<file path="config.mk">
export PLATFORM = sky130hd
export DESIGN_NAME = bram_port_arbiter
export DESIGN_NICKNAME = d
export VERILOG_FILES = /design/src/rtl/bram_arb_pkg.sv /design/src/rtl/bram_port_arbiter_read_tag_pipe.sv /design/src/rtl/bram_port_arbiter.sv
export SDC_FILE = /design/constraint.sdc
export NUM_CORES = 1
export LEC_CHECK = 0
export ABC_AREA = 1
export BUFFER_PORTS_ARGS = -buffer_cell sky130_fd_sc_hd__buf_2
export CAP_MARGIN = 20
export CORE_MARGIN = 8
export CORE_UTILIZATION = 35
export DETAILED_ROUTE_END_ITERATION = 6
export GPL_TIMING_DRIVEN = 0
export HOLD_SLACK_MARGIN = 0.1
export PLACE_DENSITY = 0.62
export SYNTH_ARGS = -nofsm -noshare
export SYNTH_HDL_FRONTEND = slang
export SYNTH_SLANG_ARGS = --single-unit
export TNS_END_PERCENT = 100
</file>
<file path="constraint.sdc">
create_clock -name clk -period 5 [get_ports clk]
set_input_delay 0.75 -clock clk [delete_from_list [all_inputs] [get_ports clk]]
set_output_delay 0.75 -clock clk [all_outputs]
set_load 0.03 [all_outputs]
</file>
<file path="src/rtl/bram_arb_pkg.sv">
// Shared types and constants for the two-requester BRAM port arbiter.
package bram_arb_pkg;

    // Arbiter states. LOCKk parks the port on requester k for a burst.
    typedef enum logic [1:0] {
        IDLE  = 2'd0,
        LOCK0 = 2'd1,
        LOCK1 = 2'd2
    } arb_state_t;

    // Requester identity carried alongside read tags (0 or 1).
    typedef logic req_id_t;

    // Width of the optional per-requester grant counters.
    localparam int STATS_WIDTH = 16;

    // Increment that sticks at all-ones instead of wrapping to zero.
    function automatic logic [STATS_WIDTH-1:0] sat_inc(input logic [STATS_WIDTH-1:0] value);
        logic [STATS_WIDTH-1:0] one;
        one = {{(STATS_WIDTH-1){1'b0}}, 1'b1};
        return (&value) ? value : value + one;
    endfunction

endpackage

</file>
<file path="src/rtl/bram_port_arbiter_read_tag_pipe.sv">
// Read tag pipeline: a {valid, id} shift register, READ_LATENCY+1 stages deep.
// Stage 0 is loaded on the edge that ends the grant cycle, so stage k is
// visible k+1 cycles after the grant. The stage before last marks the cycle
// in which the BRAM output belongs to that read; the last stage is the return
// strobe. READ_LATENCY must be at least 1.
module read_tag_pipe
    import bram_arb_pkg::*;
#(
    parameter int READ_LATENCY = 2
) (
    input  logic    clk,
    input  logic    rst,
    input  logic    push_valid,
    input  req_id_t push_id,
    output logic    cap_valid,
    output req_id_t cap_id,
    output logic    ret_valid,
    output req_id_t ret_id
);

    localparam int STAGES = READ_LATENCY + 1;

    logic [STAGES-1:0] valid_q;
    logic [STAGES-1:0] id_q;

    // Shift tags toward the return end every cycle; reset drops in-flight reads.
    always_ff @(posedge clk or posedge rst) begin
        if (rst) begin
            valid_q <= '0;
            id_q    <= '0;
        end else begin
            valid_q[0] <= push_valid;
            id_q[0]    <= push_id;
            for (int i = 1; i < STAGES; i++) begin
                valid_q[i] <= valid_q[i-1];
                id_q[i]    <= id_q[i-1];
            end
        end
    end

    assign cap_valid = valid_q[STAGES-2];
    assign cap_id    = id_q[STAGES-2];
    assign ret_valid = valid_q[STAGES-1];
    assign ret_id    = id_q[STAGES-1];

endmodule

</file>
<file path="src/rtl/bram_port_arbiter.sv">
// Two-requester arbiter in front of a single-port block_memory user port.
// Round-robin with an optional burst lock, registered command issue, and
// tagged routing of read data back to the issuing requester.
//
// Optional build macro BRAM_ARB_STATS_EN adds saturating per-requester grant
// counters (grants0_o/grants1_o) with a synchronous clear (stats_clear_i).
//
// state | meaning
// ------+-------------------------------------------------------------
// IDLE  | round-robin between requesters; last_winner loses a tie
// LOCK0 | port held for requester 0; requester 1 is never granted
// LOCK1 | port held for requester 1; requester 0 is never granted
module bram_port_arbiter
    import bram_arb_pkg::*;
#(
    parameter int DEPTH        = 256,
    parameter int WIDTH        = 33,
    parameter int READ_LATENCY = 2,
    localparam int ADDR_WIDTH  = $clog2(DEPTH)
) (
    input  logic                  clk,
    input  logic                  rst,

    input  logic                  req0_i,
    input  logic                  we0_i,
    input  logic                  lock0_i,
    input  logic [ADDR_WIDTH-1:0] addr0_i,
    input  logic [WIDTH-1:0]      din0_i,

    input  logic                  req1_i,
    input  logic                  we1_i,
    input  logic                  lock1_i,
    input  logic [ADDR_WIDTH-1:0] addr1_i,
    input  logic [WIDTH-1:0]      din1_i,

    output logic                  gnt0_o,
    output logic                  gnt1_o,
    output logic                  rvalid0_o,
    output logic                  rvalid1_o,
    output logic [WIDTH-1:0]      rdata0_o,
    output logic [WIDTH-1:0]      rdata1_o,

    output logic [ADDR_WIDTH-1:0] user_addr_o,
    output logic [WIDTH-1:0]      user_din_o,
    output logic                  user_we_o,
    input  logic [WIDTH-1:0]      user_dout_i
`ifdef BRAM_ARB_STATS_EN
    ,
    input  logic                  stats_clear_i,
    output logic [STATS_WIDTH-1:0] grants0_o,
    output logic [STATS_WIDTH-1:0] grants1_o
`endif
);

    arb_state_t state;
    req_id_t    last_winner;

    logic gnt0;
    logic gnt1;

    logic    cap_valid;
    req_id_t cap_id;
    logic    ret_valid;
    req_id_t ret_id;

    // Grant decode: a lock owner is served exclusively; otherwise round-robin.
    always_comb begin
        gnt0 = 1'b0;
        gnt1 = 1'b0;
        case (state)
            LOCK0: gnt0 = req0_i;
            LOCK1: gnt1 = req1_i;
            default: begin
                if (req0_i && req1_i) begin
                    if (last_winner == 1'b1) begin
                        gnt0 = 1'b1;
                    end else begin
                        gnt1 = 1'b1;
                    end
                end else begin
                    gnt0 = req0_i;
                    gnt1 = req1_i;
                end
            end
        endcase
    end

    assign gnt0_o = gnt0;
    assign gnt1_o = gnt1;

    // Lock state machine and round-robin history.
    always_ff @(posedge clk or posedge rst) begin
        if (rst) begin
            state       <= IDLE;
            last_winner <= 1'b1;
        end else begin
            if (gnt0) begin
                last_winner <= 1'b0;
            end else if (gnt1) begin
                last_winner <= 1'b1;
            end

            case (state)
                IDLE: begin
                    if (gnt0 && lock0_i) begin
                        state <= LOCK0;
                    end else if (gnt1 && lock1_i) begin
                        state <= LOCK1;
                    end
                end
                // Dropping the request or a final unlocked grant ends the burst.
                LOCK0: begin
                    if (!(gnt0 && lock0_i)) begin
                        state <= IDLE;
                    end
                end
                LOCK1: begin
                    if (!(gnt1 && lock1_i)) begin
                        state <= IDLE;
                    end
                end
                default: state <= IDLE;
            endcase
        end
    end

    // Issue register: the winner's command hits the BRAM on the next cycle;
    // address and data hold when idle so the read port sees a stable address.
    always_ff @(posedge clk or posedge rst) begin
        if (rst) begin
            user_addr_o <= '0;
            user_din_o  <= '0;
            user_we_o   <= 1'b0;
        end else begin
            user_we_o <= 1'b0;
            if (gnt0) begin
                user_addr_o <= addr0_i;
                user_din_o  <= din0_i;
                user_we_o   <= we0_i;
            end else if (gnt1) begin
                user_addr_o <= addr1_i;
                user_din_o  <= din1_i;
                user_we_o   <= we1_i;
            end
        end
    end

    read_tag_pipe #(
        .READ_LATENCY (READ_LATENCY)
    ) u_tag_pipe (
        .clk        (clk),
        .rst        (rst),
        .push_valid ((gnt0 && !we0_i) || (gnt1 && !we1_i)),
        .push_id    (gnt1),
        .cap_valid  (cap_valid),
        .cap_id     (cap_id),
        .ret_valid  (ret_valid),
        .ret_id     (ret_id)
    );

    // Capture BRAM output for the tagged owner; the other requester's data holds.
    always_ff @(posedge clk or posedge rst) begin
        if (rst) begin
            rdata0_o <= '0;
            rdata1_o <= '0;
        end else if (cap_valid) begin
            if (cap_id == 1'b0) begin
                rdata0_o <= user_dout_i;
            end else begin
                rdata1_o <= user_dout_i;
            end
        end
    end

    assign rvalid0_o = ret_valid && (ret_id == 1'b0);
    assign rvalid1_o = ret_valid && (ret_id == 1'b1);

`ifdef BRAM_ARB_STATS_EN
    // Saturating grant counters; clear wins over a same-cycle grant.
    always_ff @(posedge clk or posedge rst) begin
        if (rst) begin
            grants0_o <= '0;
            grants1_o <= '0;
        end else if (stats_clear_i) begin
            grants0_o <= '0;
            grants1_o <= '0;
        end else begin
            if (gnt0) begin
                grants0_o <= sat_inc(grants0_o);
            end
            if (gnt1) begin
                grants1_o <= sat_inc(grants1_o);
            end
        end
    end
`endif

endmodule

</file>
==> results of run 1 <==
==> Yosys cell counts <==
cell type	count
nand3_1	47
nand2_2	3
nand2_1	81
inv_1	45
o22ai_1	1
inv_2	3
nand4_1	3
buf_1	6
nor2_1	43
o21ai_1	48
dfrtp_1	116
a21oi_2	1
dfstp_2	1
o21ai_0	101
buf_4	10
buf_2	7
ha_1	4
clkbuf_1	12
==> sequential cells by signal, indices dropped and copies added (netlist names) <==
register,cells
u_tag_pipe.valid_q,3
user_addr_o,8
rdata0_o,33
last_winner,1
user_din_o,33
rdata1_o,33
user_we_o,1
state,2
u_tag_pipe.id_q,3
==> power by group <==
part / total, mW / internal (mW) / switching (mW)
clock: 1.19 / 0.760 / 0.431
sequential: 1.70 / 1.44 / 0.263
combinational: 2.97 / 0.858 / 2.12
==> metrics by stage <==
step	instances	hold WS (ns)	util [%]	setup WS, ns
5_1_grt	979	0.355	50.1	1.87
2_1_floorplan	532	0.331	-	1.15
3_5_place_dp	947	0.338	45.8	2.42
6_report	979	0.348	50.1	1.98
3_3_place_gp	946	0.336	45.6	-0.172
4_1_cts	979	0.350	50.1	1.96
==> cells by family after synthesis <==
family | synth area share (%)
AO/OA/AOI/OAI | 15.7
flip-flops | 60.6
buffers and inverters | 7.40
AND/OR/NAND/NOR | 15.3
adder cells (fa/ha/maj) | 1.03
==> worst paths after layout <==
| kind | start | slack (ns) | to | depth (start not counted) |
|---|---|---|---|---|
| min in group asynchronous | rst | 0.40 | user_we_o | 2 |
| worst min-delay path | u_tag_pipe.id_q[0] | 0.35 | u_tag_pipe.id_q[1] | 0 |
| worst max-delay path | state[0] | 1.98 | gnt0_o | 9 |
| worst min register to register | u_tag_pipe.id_q[0] | 0.35 | u_tag_pipe.id_q[1] | 0 |
| worst max register to register | state[0] | 2.92 | user_din_o[30] | 9 |
| max in group asynchronous | rst | 3.93 | rdata1_o[30] | 3 |
==> routing by layer <==
layer	GRT usage (%)	vias to the layer above
met3	10.7	25
met5	0	-
met4	5.68	6
met2	30.4	229
met1	19.1	2187
li1	-	2255
==> final cells by class <==
cell class | count | area share [%]
flip-flops and latches | 117 | 42.8
multi-input cells | 332 | 22.6
repair buffers | 235 | 17.5
clock buffers | 21 | 6.72
well taps | 180 | 3.29
inverters | 48 | 2.70
plain buffers | 35 | 2.59
clock inverters | 11 | 1.84
==> critical path: stages, from the launching register on <==
cell and delay [ns]:
dfrtp_1 0.42, inv_1 0.10, ha_1 0.36, inv_2 0.07, nand2_1 0.04, nand2_1 0.08
nand2_2 0.12, inv_2 0.14, buf_2 0.26, buf_2 0.25
==> flow_summary.toml, run 1 <==
[outcome]
outcome = "finished clean"

[yosys]
syn-num-nets = 659
netlist.area_leader.share_pct = 60.0
ys_warn_count = 0
synthTopCellsByArea = "dfrtp_1 60%, o21ai_0 10%, nand2_1 6.3%"
ys_seq_area_share_pct = 60.6
avgSynthCellArea_um2 = 9.09
ys_types = 18
ys_ff_latch = 117
netlist_instances = 532
netlist_area_um2 = 4840
yosysTopAreaCell = "dfrtp_1"

[cells_and_area]
drive_gt1_share_pct = 36.4
num_antenna_cells = 0
multi_input_area_um2 = 1550
nets = 913
fillers = 1346
area_growth_pct = 41.7
regArea_um2 = 2930
final_common_cell = "buf_2"
postLayoutCellArea_um2 = 6850
final_cell_mix = "241 x buf_2, 116 x dfrtp_1, 101 x o21ai_0"

[clock_network]
cts_setup_buffers = 0
htree_levels = 4
cts_root_buf = "clkbuf_16"
cts_resized = 0
cts_max_path_buffers = 2
cts_tree = "yes"
ctsHoldBuffers = 0
cts.sinks = 117
cts_buffers = 17
clkTransAtPathRegs_ns = 0.06
clkLatencyLatePin_ns = 0.41

[timing]
fmax_ghz = 0.331
tns_ns = 0
min_period_over_period_pct = 60.4
setup_viol_count_final = 0
rsz0062_at_grt = "no"
finClkSkew_ns = 0.00559
max_slew.worst_pin.slew_ns = 0.544
slew_headroom_pct = 63.7
slew_violations = 0
hold_viol_final = 0
min_period_ns = 3.02

[global_route]
antenna_found_initial = 3
grt_pass1_wl_mm = 26.0
gr-total-overflow = 0
grt_max_degree = 63
grt_use_total_pct = 18.3
grt_pass1_vias = 5159

[power_and_ir_drop]
p_leak_nw = 3.66
ir_drop_mv = 0.419
power_mw = 5.87
powerDensity_nw_per_um2 = 856

[route]
vias = 4702
drt-met1-wl_mm = 6.27
drt_wl_total_mm = 16.4
drt_iter0_markers = 189
ant_nets = 0
wl_met3_mm = 2.13
dr.pass1.iters = 5
route.met2.wl_mm = 7.71
top_layer = "met5"
drc = 0
wire_per_inst_um = 16.7
avgViaCountPerCell = 4.80

[place]
hpwl_mm = 12.9
dpl_cell_area_um2 = 6260
numPortBuffers = 234
gp_congestion = 0.832

[critical_path]
crit_fanout = 10
arrival_ns = 2.27
start_kind = "register"
critPathKind = "register to primary output"
endpoint_kind = "primary output"
critPathRequiredTime_ns = 4.25

[floorplanning]
num_rows = 43
die_area_um2 = 17800
die_x_um = 134
core_area_um2 = 13700
ioPinCount = 235
die_h_um = 134
start_util_pct = 35.4

[flow_run]
timing.max_cap.violations = 0

[min_path]
hold_path.class = "register to register"
(Power assumes the default switching activity.)
==> run 2: changes to the inputs <==
- clock period: 5 -> 3 ns (I/O delays scaled with it)
==> run 2 against run 1 <==
Final area up 0.42%. Largest power group unchanged. Clock skew about the same. Combinational power up 66%. Critical endpoint unchanged. Critical path depth unchanged. Routed wire length down 1.8%. Core utilization up 0.21 points. First-iteration DRC count up 4.2%.
==> flow_summary.toml, run 2 (same netlist as run 1, synthesis figures left out) <==
[outcome]
outcome = "finished clean"

[critical_path]
critPathRequiredTime_ns = 2.55
reg2reg_from = "state[0]"
ff2ff_path_depth = 8
regToRegEndpoint = "user_din_o[1]"
endpoint_kind = "primary output"
arrival_ns = 2.18
r2r_setup_slack_ns = 1.01
start_kind = "register"
critPathKind = "register to primary output"
crit_fanout = 10

[route]
wire_per_inst_um = 16.4
vias = 4763
dr.pass1.iters = 4
drt_iter0_markers = 197
drt_wl_total_mm = 16.1
avgViaCountPerCell = 4.86
ant_nets = 0
drc = 0

[power_and_ir_drop]
ir_drop_mv = 0.608
powerDensity_nw_per_um2 = 1430
power_mw = 9.81
p_leak_nw = 3.68

[timing]
min_period_over_period_pct = 87.8
min_period_ns = 2.63
hold_viol_final = 0
slew_headroom_pct = 49.2
fmax_ghz = 0.380
fin_hold_ws_ns = 0.173
finClkSkew_ns = 0.00549
tns_ns = 0
setup_ws_ns = 0.367
max_slew.worst_pin.slew_ns = 0.761
slew_violations = 0
rsz0062_at_grt = "no"
setup_viol_count_final = 0

[cells_and_area]
finalNonFillerCells = 980
fin_util_pct = 50.3
regArea_um2 = 2930
nets = 914
final_common_cell = "buf_2"
postLayoutCellArea_um2 = 6880
multi_input_area_um2 = 1550
fillers = 1321
num_antenna_cells = 0
final_cell_mix = "241 x buf_2, 116 x dfrtp_1, 101 x o21ai_0"
area_growth_pct = 42.3
drive_gt1_share_pct = 36.3
reg_top3 = "rdata0_o (33), rdata1_o (33), user_din_o (33)"

[flow_run]
timing.max_cap.violations = 0

[clock_network]
cts.sinks = 117
cts_max_path_buffers = 2
cts_buffers = 17
cts_root_buf = "clkbuf_16"
cts_setup_buffers = 0
htree_levels = 4
clkLatencyLatePin_ns = 0.41
cts_tree = "yes"
clkTransAtPathRegs_ns = 0.05
ctsHoldBuffers = 0
cts_resized = 0

[floorplanning]
die_area_um2 = 17800
core_area_um2 = 13700
num_rows = 43
die_x_um = 134
ioPinCount = 235
start_util_pct = 35.4
die_h_um = 134

[global_route]
antenna_found_initial = 1
grt_pass1_wl_mm = 25.5
grt_use_total_pct = 17.9
grt_pass1_vias = 5002
grt_max_degree = 45
gr-total-overflow = 0

[min_path]
hold_path.class = "input port to asynchronous set/reset pin"

[place]
place_ws_ns = 0.777
placed_cells = 948
numPortBuffers = 234
dpl_cell_area_um2 = 6280
hpwl_mm = 12.6
gp_congestion = 0.854
run 2: cell types whose count changed in the layout (fill, tap and decap cells not counted):
cell        previous run  this run
buf_16                 1         0
clkbuf_8               2         3
clkbuf_1              14        16
inv_6                  2         0
clkinvlp_4             4         1
bufinv_16              2         3
buf_12                 0         2
clkinv_2               2         3
run 2: how the worst max path moves through the flow:
| stage | cells after the start | endpoint | slack [ns] | startpoint |
|---|---|---|---|---|
| after floorplan | 1 | rdata0_o[0] | 1.12 | rst |
| after global placement | 2 | user_din_o[14] | 0.38 | rst |
| after detailed placement | 9 | gnt0_o | 0.78 | state[0] |
| after CTS | 9 | gnt0_o | 0.32 | state[0] |
| after global routing | 9 | gnt0_o | 0.19 | state[0] |
| final | 9 | gnt0_o | 0.37 | state[0] |
run 2: area by class of cell:
type                    count  area share, %
plain buffers              35           2.58
well taps                 180           3.27
inverters                  48           2.67
multi-input cells         332           22.5
clock buffers              24           7.00
repair buffers            236           17.6
flip-flops and latches    117           42.6
clock inverters             8           1.78
run 2: power by group:
part	switching, mW	leakage (nW)	internal [mW]	total (mW)
clock	0.684	0.298	1.37	2.05
sequential	0.426	1.43	2.40	2.82
combinational	3.50	1.95	1.43	4.93
run 2: critical path: stages (launching register included):
cell and delay [ns]:
dfrtp_1 0.40, inv_1 0.09, ha_1 0.35, inv_2 0.07, nand2_1 0.04, nand2_1 0.08, nand2_2 0.11, inv_2 0.13
buf_2 0.25, buf_2 0.25
run 2: layer usage:
| layer | routed length, um | up-vias | track usage [%] | share of wire [%] |
|---|---|---|---|---|
| met2 | 7370 | 237 | 28.5 | 46 |
| met5 | 10 | - | 0 | 0.062 |
| met3 | 1810 | 22 | 8.73 | 11 |
| met1 | 6660 | 2240 | 20.4 | 41 |
| li1 | - | 2262 | - | - |
| met4 | 238 | 2 | 6.61 | 1.5 |
==> run 3: changes to the inputs <==
- PLACE_DENSITY: 0.62 -> unset
- PLACE_DENSITY_LB_ADDON: unset -> 0.1
==> run 3 against run 2 <==
Sequential share of layout area about the same. Clock power is essentially flat. Highest routed layer unchanged. Core utilization is essentially flat. Routed wire length is 1.6% lower. Flip-flop and latch count is the same. Global-route usage decreased by 0.088 points. Worst setup slack better by 0.042 ns. Final area about the same. Die area unchanged.
==> flow_summary.toml, run 3 (same netlist as run 1, synthesis figures left out) <==
[outcome]
outcome = "finished clean"

[cells_and_area]
final_cell_mix = "241 x buf_2, 116 x dfrtp_1, 101 x o21ai_0"
drive_gt1_share_pct = 36.4
nets = 914
num_antenna_cells = 0
reg_top3 = "rdata0_o (33), rdata1_o (33), user_din_o (33)"
postLayoutCellArea_um2 = 6880
fin_util_pct = 50.3
final_common_cell = "buf_2"
area_growth_pct = 42.2

[timing]
rsz0062_at_grt = "no"
fmax_ghz = 0.386
hold_viol_final = 0
slew_violations = 0
slew_headroom_pct = 41.9
min_period_over_period_pct = 86.4
max_slew.worst_pin.slew_ns = 0.869
setup_viol_count_final = 0
finClkSkew_ns = 0.00583
tns_ns = 0
min_period_ns = 2.59

[clock_network]
cts_max_path_buffers = 2
cts_tree = "yes"
cts_resized = 0
clkLatencyLatePin_ns = 0.40
cts.sinks = 117
cts_root_buf = "clkbuf_16"
cts_setup_buffers = 0
clkTransAtPathRegs_ns = 0.05
cts_buffers = 17
ctsHoldBuffers = 0
htree_levels = 4

[route]
avgViaCountPerCell = 4.71
vias = 4610
dr.pass1.iters = 4
ant_nets = 0
drt_wl_total_mm = 15.8
drc = 0
wire_per_inst_um = 16.2
drt_iter0_markers = 216

[global_route]
use_met2_pct = 29.5
grt.busiest_layer = "met2"
grt_pass1_wl_mm = 25.4
globalRouteMet3Util_pct = 6.70
antenna_found_initial = 1
grt_pass1_vias = 4989
met1_usage_pct = 20.8
gr-total-overflow = 0
grt_max_degree = 44
grt_use_total_pct = 17.8

[critical_path]
regToRegEndpoint = "user_din_o[18]"
critPathRequiredTime_ns = 2.55
crit_chain = "inv_1, ha_1, inv_2, nand2_1, nand2_1, nand2_2, inv_2, buf_2, buf_2"
reg2reg_from = "state[0]"
critPathKind = "register to primary output"
arrival_ns = 2.14
ff2ff_path_depth = 8
endpoint_kind = "primary output"
start_kind = "register"
slowest_delay_ns = 0.40
critical-path-slowest-cell = "dfrtp_1"
path_buf_inv = 5
crit_family = "buffers and inverters"
crit_fanout = 10
r2r_setup_slack_ns = 1.01
critPathLaunch = "state[0]"

[power_and_ir_drop]
power_mw = 9.78
ir_drop_mv = 0.586
p_leak_nw = 3.68
powerDensity_nw_per_um2 = 1420

[flow_run]
timing.max_cap.violations = 0

[floorplanning]
die_x_um = 134
core_area_um2 = 13700
die_area_um2 = 17800
ioPinCount = 235
die_h_um = 134
start_util_pct = 35.4
num_rows = 43

[place]
gp_congestion = 0.753
numPortBuffers = 234
dpl_cell_area_um2 = 6280
hpwl_mm = 12.3

[min_path]
hold_path.class = "input port to asynchronous set/reset pin"
-- run 3: how the worst max path moves through the flow --
stage	cells past startpoint	slack, ns	end
4_1_cts	9	0.37	gnt0_o
5_1_grt	9	0.22	gnt0_o
6_report	9	0.41	gnt0_o
2_1_floorplan	1	1.12	rdata0_o[0]
3_5_place_dp	9	0.81	gnt0_o
3_3_place_gp	2	0.32	rdata1_o[22]
-- run 3: cell type report --
class	count	area (um^2)
Timing Repair Buffer	236	1210
Fill cell	1364	6790
Inverter	48	184
Multi-Input combinational cell	332	1550
Buffer	35	178
Tap cell	180	225
Clock inverter	9	126
Clock buffer	22	474
Sequential cell	117	2930
-- run 3: stage by stage --
step	setup slack (ns)	hold WS, ns	std cells
after floorplan	1.12	0.331	532
after global placement	0.322	0.337	946
after detailed placement	0.806	0.342	948
after CTS	0.365	0.228	979
after global routing	0.216	0.249	979
final	0.409	0.213	979
-- run 3: per-layer routing --
layer	vias to the layer above	routed length (um)	part of all wire (%)
li1	2259	-	-
met1	2181	6740	43
met2	148	7700	49
met3	20	1170	7.4
met4	2	191	1.2
met5	-	12	0.076
-- run 3: worst register-to-register path: stages (launching register included) --
cell and delay, ns:
dfrtp_1 0.40, inv_1 0.08, ha_1 0.35, inv_2 0.07, nand3_1 0.12, nand2_2 0.21
clkbuf_1 0.45, nand3_1 0.12, o21ai_1 0.11
-- run 3: power breakdown --
part           internal (mW)  switching, mW  total (mW)  leakage (nW)
logic                   1.43           3.49        4.92          1.95
registers               2.40          0.425        2.82          1.43
clock network           1.36          0.675        2.04         0.296
